**src/rtl/fifo_rd_pkg.sv**
```systemverilog
// Shared types and helpers for the FIFO read-side adapter.
package fifo_rd_pkg;

  typedef enum logic [1:0] {
    IDLE  = 2'd0,
    RUN   = 2'd1,
    DRAIN = 2'd2
  } rd_state_e;

  // Number of words the skid ring can hold; also the read credit limit.
  localparam int SKID_DEPTH = 3;

  // Advance a ring pointer, wrapping modulo SKID_DEPTH.
  function automatic logic [1:0] ring_next(input logic [1:0] ptr);
    logic [1:0] nxt;
    case (ptr)
      2'd0:    nxt = 2'd1;
      2'd1:    nxt = 2'd2;
      default: nxt = 2'd0;
    endcase
    return nxt;
  endfunction

endpackage

```
**src/rtl/fifo_rd_skid.sv**
```systemverilog
// Three-entry ring buffer that absorbs FIFO read data while the consumer stalls.
module fifo_rd_skid
  import fifo_rd_pkg::*;
#(
  parameter int FIFO_WIDTH = 16
) (
  input  logic                  clk,
  input  logic                  rst,
  input  logic                  push_i,
  input  logic [FIFO_WIDTH-1:0] push_data_i,
  input  logic                  pop_i,
  output logic [1:0]            occ_o,
  output logic [FIFO_WIDTH-1:0] head_o
);

  logic [FIFO_WIDTH-1:0] mem_q [SKID_DEPTH];
  logic [1:0]            wr_ptr_q, wr_ptr_d;
  logic [1:0]            rd_ptr_q, rd_ptr_d;
  logic [1:0]            occ_q, occ_d;

  // Next pointer and occupancy values; a simultaneous push and pop keeps occ.
  always_comb begin
    wr_ptr_d = wr_ptr_q;
    rd_ptr_d = rd_ptr_q;
    occ_d    = occ_q;
    if (push_i) begin
      wr_ptr_d = ring_next(wr_ptr_q);
    end else begin
      wr_ptr_d = wr_ptr_q;
    end
    if (pop_i) begin
      rd_ptr_d = ring_next(rd_ptr_q);
    end else begin
      rd_ptr_d = rd_ptr_q;
    end
    case ({push_i, pop_i})
      2'b10:   occ_d = occ_q + 2'd1;
      2'b01:   occ_d = occ_q - 2'd1;
      default: occ_d = occ_q;
    endcase
  end

  // Pointer and occupancy registers.
  always_ff @(posedge clk) begin
    if (rst) begin
      wr_ptr_q <= 2'd0;
      rd_ptr_q <= 2'd0;
      occ_q    <= 2'd0;
    end else begin
      wr_ptr_q <= wr_ptr_d;
      rd_ptr_q <= rd_ptr_d;
      occ_q    <= occ_d;
    end
  end

  // Ring storage; cleared on reset so the head reads as zero afterwards.
  always_ff @(posedge clk) begin
    if (rst) begin
      for (int i = 0; i < SKID_DEPTH; i++) begin
        mem_q[i] <= {FIFO_WIDTH{1'b0}};
      end
    end else if (push_i) begin
      mem_q[wr_ptr_q] <= push_data_i;
    end
  end

  assign occ_o  = occ_q;
  assign head_o = mem_q[rd_ptr_q];

endmodule

```
**src/rtl/fifo_rd_adapter.sv**
```systemverilog
// Converts the FIFO pull interface into a valid/ready stream with burst marking.
module fifo_rd_adapter
  import fifo_rd_pkg::*;
#(
  parameter int FIFO_WIDTH = 16,
  parameter int BURST_LEN  = 4
) (
  input  logic                  clk,
  input  logic                  rst,
  input  logic                  en,
  input  logic                  fifo_empty,
  input  logic [FIFO_WIDTH-1:0] fifo_dout,
  input  logic                  fifo_underflow,
  output logic                  fifo_rd_en,
  output logic                  m_valid,
  output logic [FIFO_WIDTH-1:0] m_data,
  output logic                  m_last,
  input  logic                  m_ready,
  output logic                  busy,
  output logic                  err_underflow
);

  localparam int BEAT_W = (BURST_LEN > 1) ? $clog2(BURST_LEN) : 1;
  localparam logic [BEAT_W-1:0] BEAT_MAX = BEAT_W'(BURST_LEN - 1);

  rd_state_e         state_q, state_d;
  logic              inflight_q;
  logic [BEAT_W-1:0] beat_q, beat_d;
  logic              err_q, err_d;

  logic [1:0]            occ_s;
  logic [FIFO_WIDTH-1:0] head_s;
  logic [2:0]            used_s;
  logic                  pop_s;
  logic                  rd_en_s;

  fifo_rd_skid #(
    .FIFO_WIDTH (FIFO_WIDTH)
  ) u_skid (
    .clk         (clk),
    .rst         (rst),
    .push_i      (inflight_q),
    .push_data_i (fifo_dout),
    .pop_i       (pop_s),
    .occ_o       (occ_s),
    .head_o      (head_s)
  );

  // Credit check counts the word already requested but not yet captured, so the
  // ring can never overflow; the strobe never depends on m_ready.
  assign used_s  = {1'b0, occ_s} + {2'b00, inflight_q};
  assign rd_en_s = (state_q == RUN) && !fifo_empty && (used_s < 3'(SKID_DEPTH)) && !rst;
  assign pop_s   = m_valid && m_ready;

  // FSM next state: fetching only in RUN; DRAIN waits for the ring and the
  // in-flight word to empty before going idle.
  always_comb begin
    state_d = state_q;
    case (state_q)
      IDLE: begin
        if (en) begin
          state_d = RUN;
        end else begin
          state_d = IDLE;
        end
      end
      RUN: begin
        if (!en) begin
          state_d = DRAIN;
        end else begin
          state_d = RUN;
        end
      end
      DRAIN: begin
        if (en) begin
          state_d = RUN;
        end else if ((occ_s == 2'd0) && !inflight_q) begin
          state_d = IDLE;
        end else begin
          state_d = DRAIN;
        end
      end
      default: state_d = IDLE;
    endcase
  end

  // Beat position within the burst advances per accepted word and survives pauses.
  always_comb begin
    beat_d = beat_q;
    if (pop_s) begin
      if (beat_q == BEAT_MAX) begin
        beat_d = {BEAT_W{1'b0}};
      end else begin
        beat_d = beat_q + BEAT_W'(1);
      end
    end else begin
      beat_d = beat_q;
    end
  end

  // Underflow reported by the FIFO is latched until reset.
  always_comb begin
    err_d = err_q;
    if (fifo_underflow) begin
      err_d = 1'b1;
    end else begin
      err_d = err_q;
    end
  end

  // Control registers.
  always_ff @(posedge clk) begin
    if (rst) begin
      state_q    <= IDLE;
      inflight_q <= 1'b0;
      beat_q     <= {BEAT_W{1'b0}};
      err_q      <= 1'b0;
    end else begin
      state_q    <= state_d;
      inflight_q <= rd_en_s;
      beat_q     <= beat_d;
      err_q      <= err_d;
    end
  end

  assign fifo_rd_en    = rd_en_s;
  assign m_valid       = (occ_s != 2'd0);
  assign m_data        = head_s;
  assign m_last        = m_valid && (beat_q == BEAT_MAX);
  assign busy          = (state_q != IDLE);
  assign err_underflow = err_q;

endmodule

```
**config.mk**
```make
export PLATFORM = sky130hd
export DESIGN_NAME = fifo_rd_adapter
export DESIGN_NICKNAME = d
export VERILOG_FILES = /design/src/rtl/fifo_rd_pkg.sv /design/src/rtl/fifo_rd_skid.sv /design/src/rtl/fifo_rd_adapter.sv
export SDC_FILE = /design/constraint.sdc
export NUM_CORES = 1
export LEC_CHECK = 0
export CORE_MARGIN = 2
export CORE_UTILIZATION = 38
export DETAILED_ROUTE_END_ITERATION = 6
export DONT_BUFFER_PORTS = 1
export SYNTH_ARGS = -nofsm -noshare
export SYNTH_HDL_FRONTEND = slang
export SYNTH_SLANG_ARGS = --single-unit
```
**constraint.sdc**
```tcl
create_clock -name clk -period 1.9 [get_ports clk]
set_input_delay 0.285 -clock clk [delete_from_list [all_inputs] [get_ports clk]]
set_output_delay 0.285 -clock clk [all_outputs]
set_load 0.1 [all_outputs]
```
Word-level counts from Yosys, hierarchy flattened
Memories as Yosys holds them, arrays and structs flattened. A register that Yosys moved wholly into a read port is not among the register bits. Index checks and enable logic that the tools add are counted.

$add $sub $neg: 4. Multipliers: 0. Div/mod/pow operators: 0. Magnitude comparators: 1. Eq/ne operators: 7. Shift-type cells: 0. Multiplexer cells: 19. Bitwise gates (word level): 0. Reduce and logical (&&, ||, !) cells: 17.

Operator list (count): 2-to-1 mux 16 bit (1); OR reduction 16 bit (1); 2-to-1 mux 2 bit (7); one-hot mux 2 bit (2 select lines) (3); == test 2 x 1 -> 1 bit (second input constant) (4); zero test 2 bit (4); 2-to-1 mux 1 bit (7); == test 2 bit (second input constant) (3); logical AND 1 bit (6); one-hot mux 2 bit (3 select lines) (1); nonzero test 2 bit (3); adder 2 x 1 -> 2 bit (second input constant) (2); adder 2 x 1 -> 3 bit (1); zero test 1 bit (3); < comparator 3 x 2 -> 1 bit (second input constant) (1); subtractor 2 x 1 -> 2 bit (second input constant) (1).

Flip-flop bits (word level): 12. Bits in latches: 0. RAM bits: 48. Memory bits (read-only): 0. Bits of input ports: 22. Output and inout bits: 21. Logic and storage cells: 56. Memories: 1.

Memory list: u_skid.mem_q (words 3, width 16, rd ports 1, clocked after memory_dff 1, wr ports 3, RTL line fifo_rd_skid.sv:16) `logic [FIFO_WIDTH-1:0] mem_q [SKID_DEPTH];`.

Longest topological paths before layout
Gate-level depths: netlist of run 1.

Word-level depth: 5. Mapped depth: 6. Mapped depth without buffers: 6.

Hierarchy
Synthesis of run 1 repeated with hierarchy kept, for this count alone.

Cell total of the unflattened synthesis: 207. Area, all modules: 3350.7 um2.

By module, submodules not included: fifo_rd_skid (times used 1, cells each 176, area each 3047.9 um2, seq. area each 2082.0 um2); fifo_rd_adapter (times used 1, cells each 31, area each 302.8 um2, seq. area each 120.1 um2).

Worst setup path after synthesis of run 1
Ideal clock, no wire load.

Path type: flip-flop to output port. Start: register inflight_q. End: output fifo_rd_en. Arrival: 4.044 ns. Required time: 1.615 ns. Path slack: -2.429 ns. Stages on the path, launching flop included: 5. Path buffers: 0. Path through: dfxtp_1 -> ha_1 -> ha_1 -> a21oi_1 -> nor4b_1.

Word-level cells in the longest chain between the ends: 4.

RTL lines: start: declaration (RTL line fifo_rd_adapter.sv:27) `logic inflight_q;`; start signal: assignment (RTL line fifo_rd_adapter.sv:120) `inflight_q <= rd_en_s;`; adder 2 x 1 -> 3 bit (RTL line fifo_rd_adapter.sv:51) `assign used_s = {1'b0, occ_s} + {2'b00, inflight_q};`; < comparator 3 x 2 -> 1 bit (RTL line fifo_rd_adapter.sv:52) `assign rd_en_s = (state_q == RUN) && !fifo_empty && (used_s < 3'(SKID_DEPTH)) && !rst;`; logical AND 1 bit (2 in series) (RTL line fifo_rd_adapter.sv:52); end: declaration (RTL line fifo_rd_adapter.sv:14) `output logic fifo_rd_en,`.

Every way passes these cells.

Final worst setup path of run 1
Start: register u_skid.occ_q[0], in the netlist u_skid.occ_o[0]. End: output fifo_rd_en.

Word-level cells in the longest chain between the ends: 4.

RTL lines: start: declaration (RTL line fifo_rd_skid.sv:19) `logic [1:0] occ_q, occ_d;`; start signal: assignment (RTL line fifo_rd_skid.sv:48) `occ_q <= 2'd0;`; start signal: assignment (RTL line fifo_rd_skid.sv:52) `occ_q <= occ_d;`; adder 2 x 1 -> 3 bit (RTL line fifo_rd_adapter.sv:51); < comparator 3 x 2 -> 1 bit (RTL line fifo_rd_adapter.sv:52); logical AND 1 bit (2 in series) (RTL line fifo_rd_adapter.sv:52).

Every way passes these cells.

==> metrics.txt, run 1 <==
Least-Margin Pin Slew=0.513 ns; Post-synth EDFFs=64; Diodes inserted=0; die area=9450 um^2; Final Cycle Share=102%; total power=3.94 mW; wire per inst=16.8 um; synthesized area=3300 um^2; number of global-route vias before repair=1901; P_int=2.91 mW; P per Cell Area=925 nW/um^2; clk_skew=0.00441 ns; Yosys cell types=34; # rows=34; status=finished with violations; Die X=97.2 um; Period minus WS final=1.93 ns; FF-to-FF setup slack=0.08 ns; Min Hold Slack=0.0269 ns; CP Max Fanout=2; Slew headroom=66.0%; Final Slew Violations=0; Fin. Hold Viols=0; antenna violations before repair=0; Die Y=97.2 um; switching power=1.03 mW; Setup crit start kind=flip-flop; unrepaired setup endpoints after global routing=yes; initial DRC count=103; Sink Count=78; Setup WS pre-CTS=0.269 ns; Lkg Pwr=1.55 nW; Clk pin slew, worst setup/hold paths=0.07 ns; worst setup margin=-0.0298 ns; Post-route DRC=0; failing checks=setup timing; Syn Area/Cell=16.3 um^2; fraction of layout instances using a drive strength above 1=34.9%; gpl congestion=0.692; Tot GR Track Use=13.9%; P&R area growth vs syn=29.0%; largest net degree at the start of global routing=19; arrival time worst endpoint=1.64 ns; num ports=43; Combinational Power Share=18.4%; Clock Power Share=32.7%; first-pass GRT wire length=9.74 mm; fmax=518 MHz; # port buffers=0; DR pass1 iterations=4; Initial Util=38.6%; Layout Nets=271; wirelength, routed=5.99 mm; Synth Instances=202; CTS tree=yes; max_cap viols=0; Antenna Violating Nets Remaining=0; Sw Share=26.1%; final setup vio count=5; Ys Warns=0; ys async rst share=0%; Primary FF master, synth=edfxtp_1; sequential element share of the synthesized area=66.7%; VDD IR-drop max=0.425 mV; CP Class=flip-flop to output pin; vias=1739; Worst Path Required=1.62 ns; crit path capture type=output pin; clock root cell=clkbuf_8; global route overflow=0; CTS Buf Count=9; Flop pwr share=49.0%; Hold WC Path Type=input pin to flip-flop; Syn Nets=228; total of fill cells in the finished design=717; H-tree depth=3; Yosys reg bits=78; Worst-Skew Late Latency=0.34 ns; maximum clock path buffer count=2; hpwl dp=3.57 mm; number of vias per cell=4.87; Core Region=8550 um^2
## worst max-delay path, cell delays in order (launching register included)
cell and delay, ns:
dfxtp_4 0.36, ha_4 0.16, ha_4 0.20, a21oi_2 0.12, nor4b_4 0.25, buf_12 0.21
## synthesized netlist by cell type, types with 3 or more instances
cell type	instances	area, um^2
dfxtp_1	14	280
or2_2	5	31.3
nand2_1	3	11.3
nor2_1	6	22.5
and2_2	6	45.0
a21oi_1	7	35.0
ha_1	4	50.1
mux4_2	16	360
and2_1	43	269
or3_1	3	18.8
edfxtp_1	64	1920
## stage by stage
stage / std cells / util (%) / setup TNS (ns) / cell area (um^2)
after floorplan: 202 / - / -0.283 / 3350
after global placement: 328 / 45.3 / 0 / 3880
after detailed placement: 328 / 45.3 / 0 / 3880
after CTS: 357 / 49.6 / -0.490 / 4240
after global routing: 357 / 49.8 / -0.852 / 4260
final: 357 / 49.8 / -0.0404 / 4260
## repair_timing
action / in CTS / in global routing
pin swaps: 3 / 1
cloned: 1 / 0
endpoints found under the setup margin: 17 / 18
gates resized for setup: 5 / 3
hold endpoints to repair: 11 / 0
setup buffers: 2 / 0
hold buffers: 11 / 0
## cell families (layout without fill, tap and decap cells)
logic type	Yosys count	in the layout	share of synthesized area, %
AOI/OAI and AO/OA	12	12	1.97
xor gates and xnor gates	2	2	0.531
adders and majority gates	4	4	1.52
buffers and inverters	12	59	2.16
DFF	78	78	66.7
muxes	17	17	11.2
and+or+nand+nor	77	77	15.9
## layout by cell type, fill, tap and decap left out, drive strengths merged
cell	instances
bufinv	2
nand2b	1
buf	30
and3b	1
ha	4
a21oi	7
mux4	16
and2	49
nand2	3
nor3b	1
or2	5
mux2i	1
and4b	1
nor4	1
xor2	1
nor2	6
xnor2	1
edfxtp	64
and4bb	1
nor4b	3
inv	3
dlygate4sd3	11
clkbuf	10
a211oi	2
or3	3
o21ai	3
dfxtp	14
or3b	1
clkinv	3
nor2b	1
## path summary, 6_finish.rpt
path / cells past startpoint / endpoint / startpoint
worst min-delay path: 1 / u_skid.rd_ptr_q[1] / rst
worst min register to register: 2 / u_skid.rd_ptr_q[1] / u_skid.rd_ptr_q[1]
worst max-delay path: 5 / fifo_rd_en / u_skid.occ_o[0]
worst max register to register: 7 / u_skid.occ_o[0] / u_skid.occ_o[0]
## power groups by stage
stage | combinational (mW) | clock (mW) | sequential, mW
after global routing | 0.753 | 1.40 | 1.93
after CTS | 0.726 | 1.33 | 1.93
after global placement | 0.679 | 0 | 1.96
final | 0.723 | 1.29 | 1.93
after floorplan | 0.468 | 0 | 1.97
after detailed placement | 0.682 | 0 | 1.97
## sequential cells by signal (all words and copies together), names as in the netlist, named ones only
register         count
err_underflow        1
u_skid.rd_ptr_q      2
state_q              2
u_skid.mem_q        64
u_skid.occ_o         2
inflight_q           1
beat_q               2
u_skid.wr_ptr_q      2
## area by class of cell
cell class / instances / area [um^2] / share of cell area (%)
Timing Repair Buffer: 41 / 606 / 14.2
Inverter: 3 / 11.3 / 0.264
Tap cell: 108 / 135 / 3.17
Multi-Input combinational cell: 112 / 1090 / 25.6
Clock buffer: 10 / 128 / 3.00
Sequential cell: 78 / 2210 / 52.0
Clock inverter: 5 / 75.1 / 1.76
## routing by layer
| metal | GRT usage (%) | wire length [um] | vias to the layer above |
|---|---|---|---|
| li1 | - | - | 839 |
| met1 | 16.3 | 2490 | 848 |
| met2 | 23.2 | 3020 | 42 |
| met3 | 5.76 | 388 | 10 |
| met4 | 4.49 | 89 | 0 |
| met5 | 0 | 0 | - |
Power figures use the tool's default switching activity.
==> run 2: changes to the inputs <==
Settings changed: CAP_MARGIN from default to 20.
==> results of run 2 <==
No change in the layout: final DEF, timing and power equal those of run 1.
==> run 3: changes to the inputs <==
Settings changed: GPL_TIMING_DRIVEN from default to 0.
==> run 3 against run 2 <==
Net effect: the flow still finishes with violations (setup timing); sequential share of layout area increased by 5.6 points; critical path type unchanged; die area did not move; final cell count down 6.4%.
==> metrics.txt, run 3 (synthesis results as in run 1) <==
status=finished with violations; failing checks=setup timing; H-tree depth=3; Final Cycle Share=106%; Worst Path Required=1.62 ns; maximum clock path buffer count=2; largest net degree at the start of global routing=17; final setup vio count=16; Hold WC Path Type=input pin to flip-flop; fmax=496 MHz; die area=9450 um^2; clk_skew=0.00588 ns; Fin. Hold Viols=0; P per Cell Area=957 nW/um^2; number of vias per cell=4.97; Clk pin slew, worst setup/hold paths=0.08 ns; Core Region=8550 um^2; Antenna Violating Nets Remaining=0; Setup crit start kind=flip-flop; worst setup margin=-0.116 ns; number of global-route vias before repair=1793; initial DRC count=89; Placed Area=3500 um^2; Die X=97.2 um; Sink Count=78; DR pass1 iterations=4; Period minus WS final=2.02 ns; CP Class=flip-flop to output pin; commonest cells after routing, fill and taps aside=edfxtp_1, and2_1, mux4_2, dfxtp_1, clkbuf_8; CTS tree=yes; fraction of layout instances using a drive strength above 1=31.4%; CTS Buf Count=9; P&R area growth vs syn=16.6%; Least-Margin Pin Slew=0.966 ns; VDD IR-drop max=0.387 mV; hpwl dp=3.81 mm; Diodes inserted=0; Worst-Skew Late Latency=0.34 ns; most common cell after layout, fill and taps aside=edfxtp_1; # port buffers=0; clock root cell=clkbuf_8; # rows=34; arrival time worst endpoint=1.73 ns; Post-route DRC=0; Initial Util=38.6%; design area=3850 um^2; unrepaired setup endpoints after global routing=yes; max_cap viols=0; vias=1661; antenna violations before repair=0; max reg flops=64; Slew headroom=35.5%; total power=3.68 mW; wirelength, routed=6.00 mm; Die Y=97.2 um; first-pass GRT wire length=9.69 mm; Tot GR Track Use=13.9%; Layout Nets=248; Final Slew Violations=0; wire per inst=18.0 um; Biggest register=u_skid.mem_q; CP Max Fanout=5; crit path capture type=output pin; num ports=43; Lkg Pwr=1.35 nW; gpl congestion=0.674; global route overflow=0
-- run 3: changes by cell type in the layout (fill, tap and decap cells not counted), sizes merged --
cell         delta
bufinv          -1
dlygate4sd3     -9
clkbuf          +3
buf            -16
-- run 3: layer usage --
layer	share of wire, %	GRT usage [%]
met1	41	16.5
met2	51	22.8
met3	7.2	6.33
met4	1.1	3.85
met5	0	0
-- run 3: worst paths after layout --
check,from,cells past startpoint,slack [ns],end
max reg2reg,inflight_q,4,0.13,u_skid.mem_q[1][7]
min,fifo_dout[3],0,0.03,u_skid.mem_q[3][3]
min reg2reg,state_q[1],1,0.49,state_q[0]
max,flip-flop,3,-0.12,m_data[3]
-- run 3: metrics by stage --
stage               util [%]  setup TNS (ns)  cells  hold slack, ns  setup slack [ns]
finish                  45.0           -1.44    334          0.0309            -0.116
global route            45.0           -2.60    334         0.00143            -0.190
CTS                     45.0           -2.52    335          0.0143            -0.184
detailed placement      40.9           -1.09    311           0.357           -0.0489
global placement        40.8           -1.92    310           0.359            -0.329
floorplan                  -          -0.283    202           0.354            -0.283
-- run 3: cell type report --
type / instances / area, um^2
Inverter: 3 / 11.3
Multi-Input combinational cell: 112 / 1090
Fill cell: 746 / 4700
Clock inverter: 4 / 48.8
Sequential cell: 78 / 2220
Tap cell: 108 / 135
Clock buffer: 11 / 131
Buffer: 7 / 63.8
Timing Repair Buffer: 11 / 156
-- run 3: power by group --
group | switching, mW | internal, mW | leakage [nW] | total [mW]
clock network | 0.568 | 0.599 | 0.0931 | 1.17
logic | 0.409 | 0.165 | 0.499 | 0.574
registers | 0.0410 | 1.90 | 0.757 | 1.94
total | 1.02 | 2.66 | 1.35 | 3.68
-- run 3: what timing repair did --
action | CTS | global route
endpoints found under the setup margin | 39 | 34
endpoints found under the hold margin | 2 | 0
resized for setup | 14 | 4
setup buffers | 7 | 0
pin swaps | 3 | 3
hold buffers | 2 | 0
cloned | 1 | 0
-- run 3: worst max-delay path: stages, from the launching register on --
cell and delay [ns]:
dfxtp_4 0.38, buf_12 0.11, buf_12 0.11, mux4_2 0.78
==> patch, RTL diff (settings of run 3) <==
Put one more register stage on the output `err_underflow`. The value now appears one clock later. The other outputs are not delayed to match.
--- a/src/rtl/fifo_rd_adapter.sv
+++ b/src/rtl/fifo_rd_adapter.sv
@@ -128,7 +128,9 @@
   assign m_data        = head_s;
   assign m_last        = m_valid && (beat_q == BEAT_MAX);
   assign busy          = (state_q != IDLE);
-  assign err_underflow = err_q;
+  always_ff @(posedge clk) begin
+    err_underflow <= err_q;
+  end
 
 endmodule
 
Behaviour: not the same (a bounded check fails within 4 cycles, from zero or initial values and one cycle with rst high).
==> patch against run 3 <==
- the run still ends with negative setup slack left
- critical path depth unchanged
- die area increased by 0.59%
- synthesized area increased by 0.61%
- setup slack got worse by 12 ps
- sequential share of layout area decreased by 1.5 points
- first-iteration DRC count increased by 25%
- total power increased by 5.5%
- sequential cell count increased by 1
- design area increased by 3.5%
- utilization increased by 1.4 points
- routed wire length increased by 4.0%
- global-route usage decreased by 0.36 points
- cell count increased by 3.0%
- critical path type unchanged
- largest cell class unchanged
==> patch: results (changes against run 3) <==
metric	value	unit	change
outcome	finished, violations left		unchanged
failed_checks	negative setup slack		unchanged
worstPathArrival	1740	ps	
setup-tns-final	-1060	ps	was -1440 ps
via_per_inst	5.03		was 4.97
syn_avg_cell_area	16.4	um2	was 16.3 um2
synth_mux_area_frac	0.111		was 0.112
dp_hpwl	3.75	mm	was 3.81 mm
p_sw_frac	0.270		was 0.277
worstHoldEndpoint	u_skid.mem_q[3][8]		was u_skid.mem_q[3][3]
nNetsFinal	257		was 248
rr_endpoint	u_skid.mem_q[0][0]		was u_skid.mem_q[1][7]
slew_headroom	0.369		was 0.355
place_inst	312		was 311
grt_pass1_vias	1792		was 1793
grt_usage	0.135		was 0.139
synth.net_count	229		was 228
setup_ws	-128	ps	was -116 ps
finalNonFillerCells	344		was 334
synth-xor-area-share	0.00527		was 0.00531
drive_gt1_frac	0.314		about the same
ys_top_cells_by_count	64 x edfxtp_1, 43 x and2_1, 16 x mux4_2		unchanged
final-setup-viol-count	17		was 16
crit_path_end	m_data[1]		was m_data[3]
p_leak	1.40	nW	was 1.35 nW
finalWirelength	6.24	mm	was 6.00 mm
hp-start	fifo_dout[8]		was fifo_dout[3]
synth_fa_ha_area_frac	0.0151		was 0.0152
netlist_top_cells_area	edfxtp_1 58%, mux4_2 11%, dfxtp_1 9.0%		was edfxtp_1 58%, mux4_2 11%, dfxtp_1 8.5%
synth-compound-area-share	0.0196		was 0.0197
fin_skew	10.5	ps	was 5.88 ps
irDropWorstVdd	0.477	mV	was 0.387 mV
==> patch: cell count changes in the layout (fill, tap and decap cells not counted), sizes merged <==
cell,delta
dlygate4sd3,+6
bufinv,+1
clkinvlp,+2
clkinv,-3
buf,+2
inv,+1
dfxtp,+1
==> patch: worst register-to-register path: cells and delay by family, from the launching register on <==
kind,cells,cell delay (ps)
simple gates,2,900
flops,1,370
buf+inv,2,190
==> patch: power groups by stage <==
stage          logic, mW  clock network, mW  registers (mW)
6_report           0.590               1.33            1.96
4_1_cts            0.590               1.36            1.96
3_5_place_dp       0.513                  0            2.00
3_3_place_gp       0.506                  0            2.00
2_1_floorplan      0.468                  0            1.99
5_1_grt            0.616               1.43            1.97
==> patch: through the flow <==
step	setup WS [ps]	total power [mW]	cell area [um2]	hold slack, ps	utilization
after global routing	-181	4.02	3990	2.11	0.464
after detailed placement	-70.6	2.51	3520	344	0.410
after floorplan	-283	2.46	3370	331	-
after CTS	-197	3.91	3910	6.35	0.454
final	-128	3.89	3990	30.2	0.464
after global placement	-332	2.51	3500	343	0.408
==> patch: area by class of cell <==
class / count / area [um2]
fill: 766 / 4610
sequential: 79 / 2240
multi-input combinational: 112 / 1090
timing repair buffer: 19 / 236
tap: 108 / 135
clock buffer: 11 / 131
clock inverter: 5 / 81.3
buffer: 7 / 67.6
inverter: 3 / 11.3
==> patch: layer usage <==
metal,GRT usage,vias up,part of all wire
met1,0.159,856,0.42
met5,0,-,0
met2,0.221,49,0.49
li1,-,816,-
met4,0.0417,0,0.013
met3,0.0626,11,0.076
==> patch: what timing repair did <==
action                     4_1_cts  5_1_grt
pin swaps                        3        3
setup buffers                    7        3
cloned                           1        0
hold buffers                     2        6
resized for setup               15        4
setup endpoints to repair       50       19
hold endpoints to repair         2        6
